`config.mk`:
```
export PLATFORM = sky130hd
export DESIGN_NAME = uart_sync_fifo
export DESIGN_NICKNAME = d
export VERILOG_FILES = /design/src/rtl/uart_sync_fifo.sv
export SDC_FILE = /design/constraint.sdc
export NUM_CORES = 2
export LEC_CHECK = 0
export ABC_AREA = 1
export CAP_MARGIN = 5
export CORE_MARGIN = 5
export CORE_UTILIZATION = 35
export CTS_BUF_LIST = sky130_fd_sc_hd__clkbuf_2
export DETAILED_ROUTE_END_ITERATION = 6
export PLACE_DENSITY_LB_ADDON = 0.15
export SKIP_CTS_REPAIR_TIMING = 1
export SYNTH_ARGS = -nofsm -noshare
export SYNTH_HDL_FRONTEND = slang
export SYNTH_SLANG_ARGS = --single-unit
```
`constraint.sdc`:
```
create_clock -name i_clk -period 3.8 [get_ports i_clk]
set_input_delay 0.95 -clock i_clk [delete_from_list [all_inputs] [get_ports i_clk]]
set_output_delay 0.95 -clock i_clk [all_outputs]
set_load 0.01 [all_outputs]
```
`src/rtl/uart_sync_fifo.sv`:
```
// Single-clock show-ahead FIFO over an inferred RAM with fill count, thresholds and flush.
// Optional sticky overflow/underflow flags are enabled with `define UART_SYNC_FIFO_ERR_FLAGS_EN.
module uart_sync_fifo #(
  parameter int unsigned WIDTH      = 8,
  parameter int unsigned DEPTH      = 256,
  parameter int unsigned AFULL_LVL  = 192,
  parameter int unsigned AEMPTY_LVL = 16,
  localparam int unsigned AW        = $clog2(DEPTH)
) (
  input  logic             i_clk,
  input  logic             i_rst_n,
  input  logic             i_flush,
  input  logic [WIDTH-1:0] i_data,
  input  logic             i_write,
  output logic [WIDTH-1:0] o_data,
  input  logic             i_read,
  output logic             o_empty,
  output logic             o_full,
  output logic             o_afull,
  output logic             o_aempty,
  output logic [AW:0]      o_used
`ifdef UART_SYNC_FIFO_ERR_FLAGS_EN
  ,
  input  logic             i_clr_err,
  output logic             o_overflow,
  output logic             o_underflow
`endif
);

  localparam int unsigned CW = AW + 1;

  typedef enum logic [1:0] {
    SEL_HOLD = 2'd0,
    SEL_IN   = 2'd1,
    SEL_MEM  = 2'd2
  } data_sel_e;

  logic [WIDTH-1:0] r_mem [DEPTH];
  logic [AW-1:0]    r_wr_ptr;
  logic [AW-1:0]    r_rd_ptr;
  logic [CW-1:0]    r_used;
  logic [WIDTH-1:0] r_data;
  logic             r_empty;
  logic             r_full;
  logic             r_afull;
  logic             r_aempty;

  logic             w_wr_acc;
  logic             w_rd_acc;
  logic [AW-1:0]    w_wr_ptr_nxt;
  logic [AW-1:0]    w_rd_ptr_nxt;
  logic [AW-1:0]    w_rd_ptr_inc;
  logic [CW-1:0]    w_used_nxt;
  data_sel_e        w_data_sel;

  assign w_wr_acc     = i_write & (~r_full | i_read);
  assign w_rd_acc     = i_read & ~r_empty;
  assign w_rd_ptr_inc = r_rd_ptr + AW'(1);

  // Next pointers, count and head-register source
  always_comb begin
    w_wr_ptr_nxt = r_wr_ptr;
    w_rd_ptr_nxt = r_rd_ptr;
    w_used_nxt   = r_used;
    w_data_sel   = SEL_HOLD;
    if (i_flush) begin
      w_wr_ptr_nxt = '0;
      w_rd_ptr_nxt = '0;
      w_used_nxt   = '0;
    end else begin
      if (w_wr_acc) w_wr_ptr_nxt = r_wr_ptr + AW'(1);
      if (w_rd_acc) w_rd_ptr_nxt = w_rd_ptr_inc;
      case ({w_wr_acc, w_rd_acc})
        2'b10:   w_used_nxt = r_used + CW'(1);
        2'b01:   w_used_nxt = r_used - CW'(1);
        default: w_used_nxt = r_used;
      endcase
      // The new word becomes head when nothing else would be left to show
      if (w_wr_acc && (r_empty || (w_rd_acc && r_used == CW'(1)))) begin
        w_data_sel = SEL_IN;
      end else if (w_rd_acc && r_used != CW'(1)) begin
        w_data_sel = SEL_MEM;
      end
    end
  end

  always_ff @(posedge i_clk) begin
    if (w_wr_acc && !i_flush) r_mem[r_wr_ptr] <= i_data;
  end

  always_ff @(posedge i_clk or negedge i_rst_n) begin
    if (!i_rst_n) begin
      r_wr_ptr <= '0;
      r_rd_ptr <= '0;
      r_used   <= '0;
      r_data   <= '0;
      r_empty  <= 1'b1;
      r_full   <= 1'b0;
      r_afull  <= 1'b0;
      r_aempty <= 1'b1;
    end else begin
      r_wr_ptr <= w_wr_ptr_nxt;
      r_rd_ptr <= w_rd_ptr_nxt;
      r_used   <= w_used_nxt;
      r_empty  <= (w_used_nxt == '0);
      r_full   <= (w_used_nxt == CW'(DEPTH));
      r_afull  <= (w_used_nxt >= CW'(AFULL_LVL));
      r_aempty <= (w_used_nxt <= CW'(AEMPTY_LVL));
      case (w_data_sel)
        SEL_IN:  r_data <= i_data;
        SEL_MEM: r_data <= r_mem[w_rd_ptr_inc];
        default: r_data <= r_data;
      endcase
    end
  end

  assign o_data   = r_data;
  assign o_empty  = r_empty;
  assign o_full   = r_full;
  assign o_afull  = r_afull;
  assign o_aempty = r_aempty;
  assign o_used   = r_used;

`ifdef UART_SYNC_FIFO_ERR_FLAGS_EN
  logic r_overflow;
  logic r_underflow;
  logic w_ovf_set;
  logic w_udf_set;
  logic w_err_clr;

  assign w_ovf_set = i_write & r_full & ~i_read;
  assign w_udf_set = i_read & r_empty;
  assign w_err_clr = i_clr_err | i_flush;

  // Sticky error flags; a new event outranks a clear in the same cycle
  always_ff @(posedge i_clk or negedge i_rst_n) begin
    if (!i_rst_n) begin
      r_overflow  <= 1'b0;
      r_underflow <= 1'b0;
    end else begin
      if (w_ovf_set)      r_overflow <= 1'b1;
      else if (w_err_clr) r_overflow <= 1'b0;
      if (w_udf_set)      r_underflow <= 1'b1;
      else if (w_err_clr) r_underflow <= 1'b0;
    end
  end

  assign o_overflow  = r_overflow;
  assign o_underflow = r_underflow;
`endif

endmodule

```
# == Word-level counts from Yosys, hierarchy flattened ==
# Memories as Yosys holds them, arrays and structs flattened.
# Index checks and enable logic that the tools add are counted.
# totals
reg_bits,37
ramBits,2048
inputBits,13
wordCells,49
mem_count,1
# mem_list
memory,depth,width,rd,rd_clocked_by_memory_dff,write_ports,line_no,text
r_mem,256,8,1,0,1,38,logic [WIDTH-1:0] r_mem [DEPTH];
# classes
addsub,4
magnitude_cmp,2
n_eq_ne,7
mux,12
bitwise,5
reduce_logical,10
# op_table
cell,n
$mux 8,4
$pmux 9 s2,1
$add 8x1->8 const B,2
$pmux 8 s2,1
$add 9x1->9 const B,1
$eq 9x1->1 const B,1
$eq 9x9->1 const B,1
$ge 9x8->1 const B,1
$le 9x5->1 const B,1
$logic_not 9->1,1
$mux 9,1
$ne 9x1->1 const B,1
$sub 9x1->9 const B,1
$mux 2,3
$reduce_bool 2->1,3
$eq 2x1->1 const B,2
$eq 2x2->1 const B,2
$logic_and 1x1->1,4
$and 1x1->1,2
$mux 1,2
$not 1->1,2
$logic_not 1->1,1
$logic_or 1x1->1,1
$or 1x1->1,1

# == Logic depth before layout (Yosys ltp) ==
# depth
ltp_word,9
mapped_depth,17

# == Least setup slack after synthesis ==
# OpenSTA, ideal clock, no wires.
# synth_timing
path_kind,input-to-reg
from,in i_flush
to,"reg r_data[0], in the netlist o_data[0]"
t_arrival_ns,2.925
required_time_ns,3.684
path_slack_ns,0.758
stages,11
path_buffers,4
cell_sequence,clkbuf_1 nor2_1 buf_2 inv_1 or2_2 ha_1 clkbuf_1 clkbuf_1 nor2_1 nand2_1 nand2_1
# synth_between
elab_chain_cells,3
# synth_lines
item,line_no,text
"start, declared",12,"input logic i_flush,"
$mux 2 *,66,if (i_flush) begin
$eq 2x2->1 / $eq 2x1->1 (equally long branches),109,case (w_data_sel)
$pmux 8 s2 / $reduce_bool 2->1 (equally long branches),-,
"end signal, assigned",110,SEL_IN: r_data <= i_data;
"end signal, assigned",111,SEL_MEM: r_data <= r_mem[w_rd_ptr_inc];
"end signal, assigned",112,default: r_data <= r_data;
"end, declared",42,logic [WIDTH-1:0] r_data;
# Every way passes the cells marked *; elsewhere a longest branch is shown, timed or not.
# A chain may end at the register's enable or synchronous reset.

# == Worst setup path after layout ==
# layout_timing
from,reg r_rd_ptr[0]
to,"reg r_data[7], in the netlist o_data[7]"
# layout_between
elab_chain_cells,3
# layout_lines
item,line_no,text
"start, declared",40,logic [AW-1:0] r_rd_ptr;
"start signal, assigned",103,r_rd_ptr <= w_rd_ptr_nxt;
$add 8x1->8,58,assign w_rd_ptr_inc = r_rd_ptr + AW'(1);
$mem_v2 256x8,-,
$pmux 8 s2,109,
# Every way passes these cells.

==> metrics <==
Root Buffer clkbuf_2; Max Clk Rate 0.284 GHz; Slowest-stage cell, CP ha_4; CP bufs+invs 3; die area 0.253 mm²; all-layer global routing usage 20.4%; asr flop ratio synth 1.77%; Nets 7856; wire per inst 23.1 µm; pre-CTS setup slack 0.263 ns; fraction of layout cells with a size suffix above 1 17.1%; core footprint 0.243 mm²; final period utilization 92.7%; combinational power share 21.8%; Setup CP Type flip-flop to flip-flop; Worst Path Required 5.51 ns; RSZ-0062 raised after global routing no; clock group share of total power 29.4%; TritonCTS clock tree done; Worst VDD drop 0.251 mV; Cells after Synth 7217; setup total negative slack 0 ns; vias per cell 5.13; PwrDens 539 mW/mm²; crit-path max cell delay 0.55 ns; aggregate global routing overflow 0; Max-Cap Viols 0; Flop pwr share 48.7%; drt pass-1 iters 6; sw frac 33.5%; io pins 34; Crit path max-delay family simple AND/OR/NAND/NOR gates; largest fanout on the critical path 41; CP cell instances ha_4, buf_12, buf_12, buf_4, nand3_1, nand3_1, nand3_1, nand3_1, nand3_1, nand3_1, nand3_1, nand2_1, nand2_1, nand2_1, nand2_1; Yosys Warn Count 0; P&R area growth vs syn 14.0%; Final HPWL DP 154 mm; Util after Layout 40.0%; Clock Path Buffers 4; Syn Nets 7241; PortBufs 33; ANT nets after route 0; Final Wtd Congestion 0.839; Setup Skew 0.103 ns; DIE HEIGHT 503 µm; Worst path most repeated cell nand3_1; CP Capture Type flip-flop; CTS Sinks 2085; LEAKAGE 35.4 nW; DR vias 58600; total CTS buffers 570; row cnt 181; largest net degree at the start of global routing 117; final hold vios 0; Int Power 34.7 mW; starting DRC count in detailed routing 5548; Setup WS post-layout 0.276 ns; Reg clk slew, reported paths 0.11 ns; initial antenna violation count 14; register area share after synthesis 73.4%; Final min period 3.52 ns; Worst EP arrival 5.23 ns; # DRC 0; Yosys reg bits 2085; average cell area after synthesis 11.8 µm²; Final Max Slew Viols 0; first-pass GRT wire length 385 mm; Initial Util 35.0%; final WL 264 mm; Net Switching 17.5 mW; H-tree depth 6; Critical Path Start Type flip-flop; Slew headroom 15.6%; endpoints failing setup 0; post-synth cell types 36; status finished, final reports clean; post-synthesis cell area 0.0850 mm²; Hold Path Class input port to flip-flop; DIE WIDTH 503 µm; Main synth FF type edfxtp_1; vias in the first global route 57900; number of synthesized flops with an enable pin 2048; WHS 0.196 ns; Worst-Margin Slew 1.27 ns; worst skew pair latency 1.84 ns
## through the flow
stage          total power, mW  cell area, µm²  instances
2_1_floorplan             32.7           85000       7217
3_3_place_gp              37.4           91800      10400
3_5_place_dp              37.4           91800      10400
4_1_cts                   52.8           96500      11400
5_1_grt                   55.2           96900      11400
6_report                  52.2           96900      11400
## cells in the mapped netlist, types with 2 or more instances
cell type / n / area share (%)
dfrtp_1: 35 / 1.0
clkbuf_1: 126 / 0.56
inv_1: 41 / 0.18
clkinv_1: 2 / 0.0088
a21oi_1: 11 / 0.065
nor2_1: 298 / 1.3
edfxtp_1: 2048 / 72
ha_1: 11 / 0.16
buf_1: 36 / 0.16
nand2_1: 2140 / 9.5
nand4_1: 18 / 0.13
buf_4: 7 / 0.062
nor3_1: 7 / 0.041
inv_2: 5 / 0.022
o211ai_1: 3 / 0.026
dfstp_2: 2 / 0.062
nand3_1: 2063 / 12
xor2_1: 4 / 0.041
o22ai_1: 3 / 0.022
o21ai_0: 21 / 0.12
buf_2: 321 / 1.9
## cell families (layout without fill, tap and decap cells)
family,Yosys count,count (layout),share of synthesized area (%)
flip-flops,2085,2085,73.4
XOR/XNOR,6,6,0.0707
adder cells (fa/ha/maj),11,11,0.162
AND/OR/NAND/NOR,4531,4531,23.1
buffers and inverters,540,1523,2.89
other,0,12,0
AO/OA/AOI/OAI,44,44,0.291
## registers in the layout, summed over array words and instances (netlist names)
register,cells
r_rd_ptr,8
o_aempty,1
o_used,9
o_empty,1
r_wr_ptr,8
o_data,8
o_afull,1
o_full,1
r_mem,2048
## cell usage in the layout (no fill, tap or decap), types with 4 or more instances in the layout
| cell type | instances |
|---|---|
| nand3_2 | 4 |
| inv_1 | 41 |
| dlymetal6s2s_1 | 21 |
| a21oi_1 | 11 |
| nand3_1 | 2060 |
| clkinv_2 | 5 |
| o21ai_0 | 21 |
| clkbuf_2 | 848 |
| nand2_1 | 2137 |
| diode_2 | 12 |
| clkinv_1 | 70 |
| buf_12 | 84 |
| buf_8 | 8 |
| nor3_1 | 7 |
| bufinv_16 | 5 |
| buf_4 | 398 |
| edfxtp_1 | 2048 |
| nor2_1 | 297 |
| dfrtp_1 | 21 |
| ha_1 | 10 |
| dlygate4sd3_1 | 17 |
| nand4_1 | 18 |
| inv_2 | 19 |
| dfrtp_2 | 13 |
## power groups by stage
stage               registers (mW)  logic, mW  clock network [mW]
CTS                           25.5       11.4                16.0
global placement              26.0       11.4                   0
floorplan                     25.9       6.75                   0
finish                        25.4       11.4                15.4
global route                  25.5       12.5                17.2
detailed placement            26.0       11.4                   0
## worst paths after layout
check | from | endpoint | depth (start not counted) | slack (ns)
worst max-delay path | r_rd_ptr[0] | o_data[7] | 15 | 0.28
min in group asynchronous | i_rst_n | o_aempty | 3 | 0.22
worst min register to register | r_rd_ptr[4] | r_rd_ptr[4] | 2 | 0.57
worst min-delay path | i_data[1] | r_mem[89][1] | 2 | 0.20
max in group asynchronous | i_rst_n | r_rd_ptr[4] | 4 | 3.30
worst max register to register | r_rd_ptr[0] | o_data[7] | 15 | 0.28
## cell type report
| class | instances | area (µm²) |
|---|---|---|
| antenna | 12 | 30.0 |
| clock buffer | 848 | 4240 |
| clock inverter | 92 | 483 |
| fill | 23500 | 146000 |
| inverter | 50 | 220 |
| multi-input combinational | 4592 | 20200 |
| sequential | 2085 | 62400 |
| tap | 3202 | 4010 |
| timing repair buffer | 533 | 5290 |
## routing by layer
| metal | part of all wire, % | GRT usage, % | up-vias |
|---|---|---|---|
| met5 | 0.017 | 0 | - |
| met4 | 2.8 | 6.65 | 6 |
| met3 | 6.6 | 3.91 | 443 |
| met2 | 46 | 32.3 | 2183 |
| met1 | 44 | 28.4 | 28800 |
| li1 | - | - | 27200 |
(Power assumes the default switching activity.)
